### config.mk
export PLATFORM = sky130hd
export DESIGN_NAME = sweep_sequencer_flat
export DESIGN_NICKNAME = d
export VERILOG_FILES = /design/src/rtl/sweep_sequencer_if.sv /design/src/rtl/sweep_sequencer.sv /design/src/flat_wrapper.sv
export SDC_FILE = /design/constraint.sdc
export NUM_CORES = 1
export LEC_CHECK = 0
export BUFFER_PORTS_ARGS = -buffer_cell sky130_fd_sc_hd__buf_2
export CORE_ASPECT_RATIO = 1.2
export CORE_MARGIN = 1.5
export CORE_UTILIZATION = 43
export CTS_CLUSTER_SIZE = 28
export DETAILED_ROUTE_END_ITERATION = 8
export PLACE_DENSITY = 0.61
export RECOVER_POWER = 25
export SKIP_CTS_REPAIR_TIMING = 1
export SLEW_MARGIN = 20
export SYNTH_ARGS = -nofsm -noshare
export SYNTH_HDL_FRONTEND = slang
export SYNTH_SLANG_ARGS = --single-unit
### constraint.sdc
create_clock -name clk -period 3 [get_ports clk]
set_clock_uncertainty 0.1 [all_clocks]
set_input_delay 0.9 -clock clk [delete_from_list [all_inputs] [get_ports clk]]
set_output_delay 0.9 -clock clk [all_outputs]
set_load 0.02 [all_outputs]
### src/rtl/sweep_sequencer_if.sv
`default_nettype none
// ============================================================================
//  Module   : sweep_sequencer_if
//  Purpose  : Bundles the control, stimulus and result signals of the sweep
//             sequencer into one interface.
//  Ports    : start, abort, manual_en, sw, res  -> into the sequencer
//             vec, busy, done, cnt0, cnt1      <- out of the sequencer
//  Modports : master - the side that drives the sequencer (board / bench)
//             slave  - the sequencer itself
//  Revision : 1.0  initial release
// ============================================================================
interface sweep_sequencer_if #(
   parameter int WIDTH = 7
);
   logic             start;
   logic             abort;
   logic             manual_en;
   logic [WIDTH-1:0] sw;
   logic [1:0]       res;
   logic [WIDTH-1:0] vec;
   logic             busy;
   logic             done;
   logic [WIDTH:0]   cnt0;
   logic [WIDTH:0]   cnt1;

   modport master (
      output start, abort, manual_en, sw, res,
      input  vec, busy, done, cnt0, cnt1
   );

   modport slave (
      input  start, abort, manual_en, sw, res,
      output vec, busy, done, cnt0, cnt1
   );
endinterface
`default_nettype wire

### src/rtl/sweep_sequencer.sv
`default_nettype none
// ============================================================================
//  Module   : sweep_sequencer
//  Purpose  : Drives the 7-bit input vector of the circuit_a -> circuit_b chain
//             either from the board switches or through an exhaustive sweep of
//             all 2^WIDTH vectors. Each vector is held for DWELL settle cycles,
//             then the two chain outputs are sampled for one cycle and counted,
//             giving a truth-table signature (cnt0, cnt1) for bring-up.
//  Ports    : clk   - system clock, rising edge
//             reset - asynchronous, active-high reset
//             bus   - sweep_sequencer_if.slave
//                     start (edge), abort (level), manual_en, sw, res in;
//                     vec, busy, done, cnt0, cnt1 out (all registered)
//  Revision : 1.0  initial release
// ============================================================================
module sweep_sequencer #(
   parameter int WIDTH = 7,
   parameter int DWELL = 4
) (
   input  logic              clk,
   input  logic              reset,
   sweep_sequencer_if.slave  bus
);

   // Dwell counter only needs to hold DWELL-1.
   localparam int               DW         = (DWELL > 1) ? $clog2(DWELL) : 1;
   localparam logic [DW-1:0]    DWELL_INIT = DW'(DWELL - 1);
   localparam logic [WIDTH-1:0] IDX_LAST   = {WIDTH{1'b1}};
   localparam logic [WIDTH-1:0] IDX_ONE    = WIDTH'(1);

   typedef enum logic [1:0] {
      S_IDLE   = 2'd0,
      S_SETTLE = 2'd1,
      S_SAMPLE = 2'd2,
      S_DONE   = 2'd3
   } state_t;

   state_t           state_q, state_d;
   logic [WIDTH-1:0] vec_q,   vec_d;
   logic [WIDTH-1:0] idx_q,   idx_d;
   logic [WIDTH:0]   cnt0_q,  cnt0_d;
   logic [WIDTH:0]   cnt1_q,  cnt1_d;
   logic [DW-1:0]    dwell_q, dwell_d;
   logic             start_q;
   logic             busy_q,  busy_d;
   logic             done_q,  done_d;
   logic             start_edge;

   assign start_edge = bus.start & ~start_q;

   always_comb begin
      state_d = state_q;
      vec_d   = vec_q;
      idx_d   = idx_q;
      cnt0_d  = cnt0_q;
      cnt1_d  = cnt1_q;
      dwell_d = dwell_q;

      case (state_q)
         S_IDLE, S_DONE: begin
            // A new sweep wins over manual tracking in the same cycle.
            if (start_edge) begin
               state_d = S_SETTLE;
               idx_d   = '0;
               vec_d   = '0;
               cnt0_d  = '0;
               cnt1_d  = '0;
               dwell_d = DWELL_INIT;
            end else if (bus.manual_en) begin
               vec_d = bus.sw;
            end
         end

         S_SETTLE: begin
            if (bus.abort) begin
               state_d = S_IDLE;
               vec_d   = '0;
            end else if (dwell_q == '0) begin
               state_d = S_SAMPLE;
            end else begin
               dwell_d = dwell_q - DW'(1);
            end
         end

         S_SAMPLE: begin
            // Abort discards this cycle's sample; counts keep partial totals.
            if (bus.abort) begin
               state_d = S_IDLE;
               vec_d   = '0;
            end else begin
               cnt0_d = cnt0_q + {{WIDTH{1'b0}}, bus.res[0]};
               cnt1_d = cnt1_q + {{WIDTH{1'b0}}, bus.res[1]};
               if (idx_q == IDX_LAST) begin
                  state_d = S_DONE;
               end else begin
                  idx_d   = idx_q + IDX_ONE;
                  vec_d   = idx_q + IDX_ONE;
                  dwell_d = DWELL_INIT;
                  state_d = S_SETTLE;
               end
            end
         end

         default: state_d = S_IDLE;
      endcase

      // Status flags are registered copies of the next-state decode, so they
      // change in the same cycle as the state register.
      busy_d = (state_d == S_SETTLE) || (state_d == S_SAMPLE);
      done_d = (state_d == S_DONE);
   end

   always_ff @(posedge clk or posedge reset) begin
      if (reset) begin
         state_q <= S_IDLE;
         vec_q   <= '0;
         idx_q   <= '0;
         cnt0_q  <= '0;
         cnt1_q  <= '0;
         dwell_q <= '0;
         start_q <= 1'b0;
         busy_q  <= 1'b0;
         done_q  <= 1'b0;
      end else begin
         state_q <= state_d;
         vec_q   <= vec_d;
         idx_q   <= idx_d;
         cnt0_q  <= cnt0_d;
         cnt1_q  <= cnt1_d;
         dwell_q <= dwell_d;
         start_q <= bus.start;
         busy_q  <= busy_d;
         done_q  <= done_d;
      end
   end

   assign bus.vec  = vec_q;
   assign bus.busy = busy_q;
   assign bus.done = done_q;
   assign bus.cnt0 = cnt0_q;
   assign bus.cnt1 = cnt1_q;

endmodule
`default_nettype wire

### src/flat_wrapper.sv
// flat-port wrapper written by rule: the top's interface ports become plain ports
module sweep_sequencer_flat 
#(
   parameter int WIDTH = 7,
   parameter int DWELL = 4
)
  (clk, reset, bus_start, bus_abort, bus_manual_en, bus_sw, bus_res, bus_vec, bus_busy, bus_done, bus_cnt0, bus_cnt1);
  sweep_sequencer_if #(.WIDTH(WIDTH)) bus_i ();
  input  logic clk;
  input  logic reset;
  input wire logic [$bits(bus_i.start)-1:0] bus_start;
  input wire logic [$bits(bus_i.abort)-1:0] bus_abort;
  input wire logic [$bits(bus_i.manual_en)-1:0] bus_manual_en;
  input wire logic [$bits(bus_i.sw)-1:0] bus_sw;
  input wire logic [$bits(bus_i.res)-1:0] bus_res;
  output wire logic [$bits(bus_i.vec)-1:0] bus_vec;
  output wire logic [$bits(bus_i.busy)-1:0] bus_busy;
  output wire logic [$bits(bus_i.done)-1:0] bus_done;
  output wire logic [$bits(bus_i.cnt0)-1:0] bus_cnt0;
  output wire logic [$bits(bus_i.cnt1)-1:0] bus_cnt1;
  assign bus_i.start = bus_start;
  assign bus_i.abort = bus_abort;
  assign bus_i.manual_en = bus_manual_en;
  assign bus_i.sw = bus_sw;
  assign bus_i.res = bus_res;
  assign bus_vec = bus_i.vec;
  assign bus_busy = bus_i.busy;
  assign bus_done = bus_i.done;
  assign bus_cnt0 = bus_i.cnt0;
  assign bus_cnt1 = bus_i.cnt1;
  sweep_sequencer #(.WIDTH(WIDTH), .DWELL(DWELL)) u_core (.clk(clk), .reset(reset), .bus(bus_i));
endmodule
==> Yosys cells after proc, flatten, opt, wreduce, memory -nomap -nowiden <==
Index checks and enable logic that the tools add are counted.
{ "op_classes": {"reduce_logical": 9, "muxes": 26, "n_bitwise": 2, "eq_ne": 15, "n_addsub": 4} }
{ "ops": {"columns": ["operator", "n"], "rows": [
  ["$mux W7", 7],
  ["$pmux W8 S2", 2],
  ["$mux W8", 3],
  ["$pmux W7 S3", 1],
  ["$mux W2", 10],
  ["$add A8 B1 Y8", 2],
  ["$pmux W7 S2", 1],
  ["$pmux W2 S3", 2],
  ["$ne A2 B2 Y1 const B", 5],
  ["$eq A2 B2 Y1 const B", 4],
  ["$add A7 B1 Y7 const B", 1],
  ["$eq A7 B7 Y1 const B", 1],
  ["$reduce_and A3 Y1", 2],
  ["$reduce_and A5 Y1", 1],
  ["$eq A2 B1 Y1 const B", 2],
  ["$logic_not A2 Y1", 2],
  ["$reduce_and A4 Y1", 1],
  ["$ne A3 B2 Y1 const B", 1],
  ["$ne A3 B3 Y1 const B", 1],
  ["$ne A2 B1 Y1 const B", 1],
  ["$reduce_bool A2 Y1", 1],
  ["$reduce_or A2 Y1", 1],
  ["$sub A2 B1 Y2 const B", 1],
  ["$and A1 B1 Y1", 1],
  ["2 further kinds", 2]
]} }
{ "word_totals": {"elab_cells": 65, "input_bits": 14, "output_inout_bits": 25, "reg_bits": 37} }

==> Longest topological paths before layout <==
Gate-level depths: netlist of run 1.
{ "logic_depth": {"word_depth": 6, "ltp_mapped": 8, "ltp_nobuf": 7} }

==> Least setup slack after synthesis of run 1 <==
No wires, ideal clock.
{ "synth_path": {"path_type": "input to register", "start": "in bus_start", "end": "reg u_core.dwell_q[0]", "required_ns": 2.775, "setup_time_ns": 0.125, "path_buffers": 2, "path_slack_ns": 0.748, "arrival_ns": 2.027, "cell_stages": 6, "cell_sequence": "nand2b_4 -> buf_6 -> and2_1 -> clkbuf_1 -> nor3_1 -> mux2_2"} }
{ "synth_between": {"elab_chain_cells": 3} }
{ "synth_lines": {"columns": ["element", "line", "text"], "rows": [
  ["from (decl)", "flat_wrapper.sv:11", "input wire logic [$bits(bus_i.start)-1:0] bus_start;"],
  ["$and A1 B1 Y1", "sweep_sequencer.sv:49", "assign start_edge = bus.start & ~start_q;"],
  ["$ne A2 B1 Y1 (no line)", null, null],
  ["$reduce_and A5 Y1 (no line)", null, null],
  ["to (signal assigned)", "sweep_sequencer.sv:130", "dwell_q <= dwell_d;"],
  ["to (decl)", "sweep_sequencer.sv:43", "logic [DW-1:0] dwell_q, dwell_d;"]
]} }
Every way passes these cells.
A chain may end at the register's enable or synchronous reset.

==> Worst setup path in the final report of run 1 <==
{ "layout_path": {"start": "reg u_core.state_q[0]", "end": "reg u_core.cnt1_q[7], in the netlist u_core.bus.cnt1[7]"} }
{ "layout_between": {"elab_chain_cells": 4, "elab_cells_between_ends": 9, "cone_classes": "4 x eq/ne; 1 x mux; 4 x reduce/logical"} }
{ "layout_lines": {"columns": ["element", "line", "text"], "rows": [
  ["from (decl)", "sweep_sequencer.sv:38", "state_t state_q, state_d;"],
  ["from (signal assigned)", "sweep_sequencer.sv:125", "state_q <= state_d;"],
  ["$eq A2 B2 Y1 / $logic_not A2 Y1 (equally long branches)", "sweep_sequencer.sv:59", "case (state_q)"],
  ["$reduce_or A2 Y1", "sweep_sequencer.sv:59", null],
  ["$ne A2 B1 Y1 (no line) / $reduce_bool A2 Y1 (equally long branches)", null, null],
  ["$reduce_and A3 Y1 (no line)", null, null],
  ["to (signal assigned)", "sweep_sequencer.sv:129", "cnt1_q <= cnt1_d;"],
  ["to (decl)", "sweep_sequencer.sv:42", "logic [WIDTH:0] cnt1_q, cnt1_d;"]
]} }
Several ways; a longest one is shown, not always the timed one.

==> results of run 1 <==
-- path summary, 6_finish.rpt --
check / endpoint / slack (ps) / cells past startpoint
worst min-delay path: u_core.bus.vec[6] / 390 / 1
worst min register to register: u_core.bus.vec[6] / 390 / 1
worst max-delay path: u_core.bus.cnt1[7] / 490 / 6
max in group asynchronous: u_core.state_q[1] / 1450 / 3
min in group asynchronous: u_core.bus.cnt0[3] / 780 / 3
worst max register to register: u_core.bus.cnt1[7] / 490 / 6
-- flip-flops by register name (all words and copies together), names as in the netlist --
name             flops
u_core.bus.cnt1      8
u_core.bus.busy      1
u_core.bus.done      1
u_core.bus.cnt0      8
u_core.start_q       1
u_core.state_q       2
u_core.dwell_q       2
u_core.idx_q         7
u_core.bus.vec       7
-- power by group through the flow --
stage | Combinational, W | Sequential [W] | Clock [W]
after global placement | 0.000486 | 0.000603 | 0
after floorplan | 0.000306 | 0.000667 | 0
after detailed placement | 0.000494 | 0.000604 | 0
after global routing | 0.000546 | 0.000604 | 0.000375
after CTS | 0.000495 | 0.000595 | 0.000352
final | 0.000487 | 0.000594 | 0.000336
-- worst max-delay path, cell delays in order, from the launching register on --
cell and delay [ps]:
dfrtp_1 370, inv_1 60, ha_1 670, nor2_2 160, a211o_1 410, or4_1 520, a21oi_1 150
-- metal layers --
metal	global-route usage (%)	vias to the layer above	part of all wire [%]
met4	8.37	0	2.5
met2	30.4	40	47
met3	4.94	9	4.3
met5	0	-	0
met1	25.4	803	46
li1	-	851	-
-- metrics by stage --
stage	utilization, %	worst slack (ps)	cell area [um^2]	total power, W	hold WS, ps
after floorplan	-	748	2100	0.000972	381
after global routing	52.3	265	2420	0.00153	416
final	52.3	493	2420	0.00142	385
after global placement	50.6	564	2340	0.00109	378
after detailed placement	50.6	522	2340	0.00110	376
after CTS	52.4	500	2420	0.00144	393
-- cell usage in the layout, fill, tap and decap left out, types with 8 or more instances in the layout --
cell type	n
o21ai_0	11
nand2b_1	8
a21oi_1	10
dfrtp_1	37
nor2_1	14
buf_2	37
nand2_1	21
nand3_1	9
ha_1	9
-- logic make-up after synthesis --
logic type	share of synthesized area, %
fa+ha+maj	5.37
flops	44.1
compound gates	20.5
simple gates	19.0
buf+inv	3.22
xor+xnor	2.09
mux	5.78
-- cell type report --
type	instances	area (um^2)	share of cell area [%]
Clock buffer	6	72.6	3.00
Timing Repair Buffer	41	209	8.63
Clock inverter	2	10.0	0.413
Inverter	7	26.3	1.09
Sequential cell	37	926	38.2
Tap cell	58	72.6	3.00
Multi-Input combinational cell	157	1100	45.6
==> metrics, run 1 <==
worst-margin pin slew=~920 ps; Internal Pwr Total=0.000905 W; Tmin final=approximately 2500 ps; ys async rst share=between 90% and 100%; DR vias/cell=5.53; row cnt=27; sequential share of power=approximately two fifths; first-pass iteration count of the detailed router=4; Worst slew margin=38.5%; CTS Buffer Depth=2; hold crit path type=flop to flop; startpoint types=flop; post-synth net total=232; Yosys cell types=48; max-cap viol count=0; Synth top area share=44.1%; synth warn=0; CTS tree=built; HP Start=u_core.bus.vec[6]; Post-DP HPWL=3230 um; Clock Latency Late Sink=around 290 ps; Die Area=0.00531 mm^2; largest net degree at the start of global routing=38; Die H=79.5 um; Final ANT Viol Nets=0; Seq cells post-synth=37; nature of the critical path endpoint=flop; # IOs=39; Comb power frac=34.4%; Seq/Total Area, Yosys=between 40% and 50%; WL per Instance=14.5 um; cells after synthesis=around 210; Post-layout nets=around 270; reg2reg start=u_core.state_q[0]; layout cells sized above 1=about a quarter; Cell Pwr Density=585 mW/mm^2; Clock Pin Slew Worst Setup and Hold Paths=70 ps; Initial Utilization=45.3%; final wirelength=4470 um; Fill cells=423; DRC=0; vias in the first global route=about 1,700; antenna diode count=0; critical path class=flop to flop; initial antenna violation count=0; Total Routing Usage GR=19.5%; syn avg cell area=10.0 um^2; setup TNS=0 ps; # clock sinks=37; Leak Pwr=~1.1 nW; Setup Viol. Count Final=0; PortBufs=38; outcome=finished clean; Num CTS Buffers=5; part of the power in the clock network=23.7%; Post-synth top cells=dfrtp_1, nand2_1, nor2_1; area growth from synthesis to layout=15.4%; final-report hold violation count=0; largest fanout on the critical path=18; Yosys top cell by area=dfrtp_1; achievable frequency=399 MHz; CP required=3120 ps; sw power=0.000512 W; DIE WIDTH=~67 um; worst setup path start=u_core.state_q[0]; commonest register cell after synthesis=dfrtp_1; count leader, synth=dfrtp_1; Switching Fraction=36.2%; Worst VDD drop=0.438 mV; Worst EP arrival=2630 ps; fin crit share=83.6%; EDFF count, synth=0; first-pass GRT wire length=7870 um; RSZ-0062 raised after global routing=false; Slew Limit Fails=0; Core Area=0.00463 mm^2; GRT Residual Overflow=0; Post-Syn Area=0.00210 mm^2; Placed Instances=300; GP Congestion=0.789; Final Non-Filler Cells=308; H-tree levels=2; Iteration-0 DRC Markers=49; via count=1,703; clk root buf=clkbuf_8; synth top area cells=dfrtp_1, ha_1, mux2_2
(Power assumes the default switching activity.)
==> run 2, diff against run 1 <==
==> constraint.sdc (replaced) <==
create_clock -name clk -period 2.6 [get_ports clk]
set_clock_uncertainty 0.1 [all_clocks]
set_input_delay 0.78 -clock clk [delete_from_list [all_inputs] [get_ports clk]]
set_output_delay 0.78 -clock clk [all_outputs]
set_load 0.02 [all_outputs]
==> metrics, run 2 (same netlist as run 1, synthesis figures left out) <==
Core Area=0.00463 mm^2; area growth from synthesis to layout=16.5%; outcome=finished clean; CTS Buffer Depth=2; startpoint types=flop; Total Routing Usage GR=20.3%; max-cap viol count=0; Die Area=0.00531 mm^2; highest-count cells in the layout ignoring fill and taps=buf_2, dfrtp_1, nand2_1; Worst VDD drop=0.398 mV; Clock Latency Late Sink=roughly 290 ps; Num CTS Buffers=5; GP Congestion=0.819; sw power=~0.00062 W; worst setup path start=u_core.state_q[0]; largest fanout on the critical path=15; CP required=2720 ps; first-pass GRT wire length=8110 um; row cnt=27; Cell Pwr Density=687 mW/mm^2; Die H=79.5 um; largest net degree at the start of global routing=38; RSZ-0062 raised after global routing=false; setup TNS=0 ps; Setup Viol. Count Final=0; CTS tree=built; H-tree levels=2; nature of the critical path endpoint=flop; part of the power in the clock network=a little under a quarter; Iteration-0 DRC Markers=114; clk root buf=clkbuf_8; PortBufs=38; Internal Pwr Total=0.00106 W; # IOs=39; Final ANT Viol Nets=0; # clock sinks=37; hold_ws=around 390 ps; GRT Residual Overflow=0; WL per Instance=15.5 um; final-report hold violation count=0; layout cells sized above 1=26.1%; reg2reg start=u_core.state_q[0]; Slew Limit Fails=0; Comb power frac=35.5%; Leak Pwr=1.15 nW; DRC=0; crit path cell chain=inv_1 > ha_1 > nor2_2 > a211o_1 > or4_1 > a21oi_1; Post-DP HPWL=3450 um; initial antenna violation count=0; Post-layout nets=275; sequential share of power=40.9%; fin crit share=91.5%; Clock Pin Slew Worst Setup and Hold Paths=80 ps; first-pass iteration count of the detailed router=4; final wirelength=a little under 5000 um; DR vias/cell=between 5 and 6; Initial Utilization=45.3%; Worst EP arrival=2500 ps; achievable frequency=421 MHz; Critical-path top delay cell=or4_1; critical path class=flop to flop; reg-to-reg slack, setup=220 ps; via count=1,771; vias in the first global route=roughly 1,700; Worst slew margin=39.0%; slowest cell delay on critical path=530 ps; HP Start=u_core.bus.vec[6]; Switching Fraction=36.7%; worst-margin pin slew=916 ps; antenna diode count=0; hold crit path type=flop to flop; DIE WIDTH=66.8 um; Tmin final=2380 ps
[run 2: cell type report]
class / instances / area [um^2]
fillers: 427 / 2180
multi-input cells: 157 / 1100
repair buffers: 44 / 231
inverters: 7 / 26.3
well taps: 58 / 72.6
clock buffers: 6 / 72.6
flip-flops and latches: 37 / 926
clock inverters: 2 / 10.0
[run 2: final timing paths]
kind | end | depth (start not counted)
max | u_core.bus.cnt1[7] | 6
min | u_core.bus.vec[6] | 1
max reg2reg | u_core.bus.cnt1[7] | 6
min reg2reg | u_core.bus.vec[6] | 1
max in group asynchronous | u_core.bus.vec[4] | 3
min in group asynchronous | u_core.idx_q[0] | 3
[run 2: critical path, delay by kind of cell (launching register included)]
| family | cells | cell delay [ps] |
|---|---|---|
| AND/OR/NAND/NOR | 2 | 700 |
| AO/OA/AOI/OAI | 2 | 550 |
| adder cells (fa/ha/maj) | 1 | 490 |
| flip-flops | 1 | 400 |
| buffers and inverters | 1 | 80 |
[run 2: power groups by stage]
stage	logic (W)	registers, W	clock network (W)
after detailed placement	0.000596	0.000699	0
after floorplan	0.000353	0.000769	0
after global routing	0.000658	0.000696	0.000438
after CTS	0.000600	0.000687	0.000410
after global placement	0.000588	0.000696	0
final	0.000596	0.000686	0.000398
[run 2: layer usage]
metal | part of all wire, % | track usage, %
met1 | 45 | 26.3
met2 | 49 | 32.9
met3 | 4.7 | 4.94
met4 | 1.1 | 6.73
met5 | 0 | 0
[run 2: metrics by stage]
stage	power (W)	utilization [%]	cell area (um^2)	instances	worst slack [ps]
after global placement	0.00128	51.1	2360	303	291
after global routing	0.00179	52.8	2440	311	36.1
after CTS	0.00170	52.9	2450	311	245
after floorplan	0.00112	-	2100	209	468
after detailed placement	0.00130	51.1	2360	303	252
final	0.00168	52.8	2440	311	222
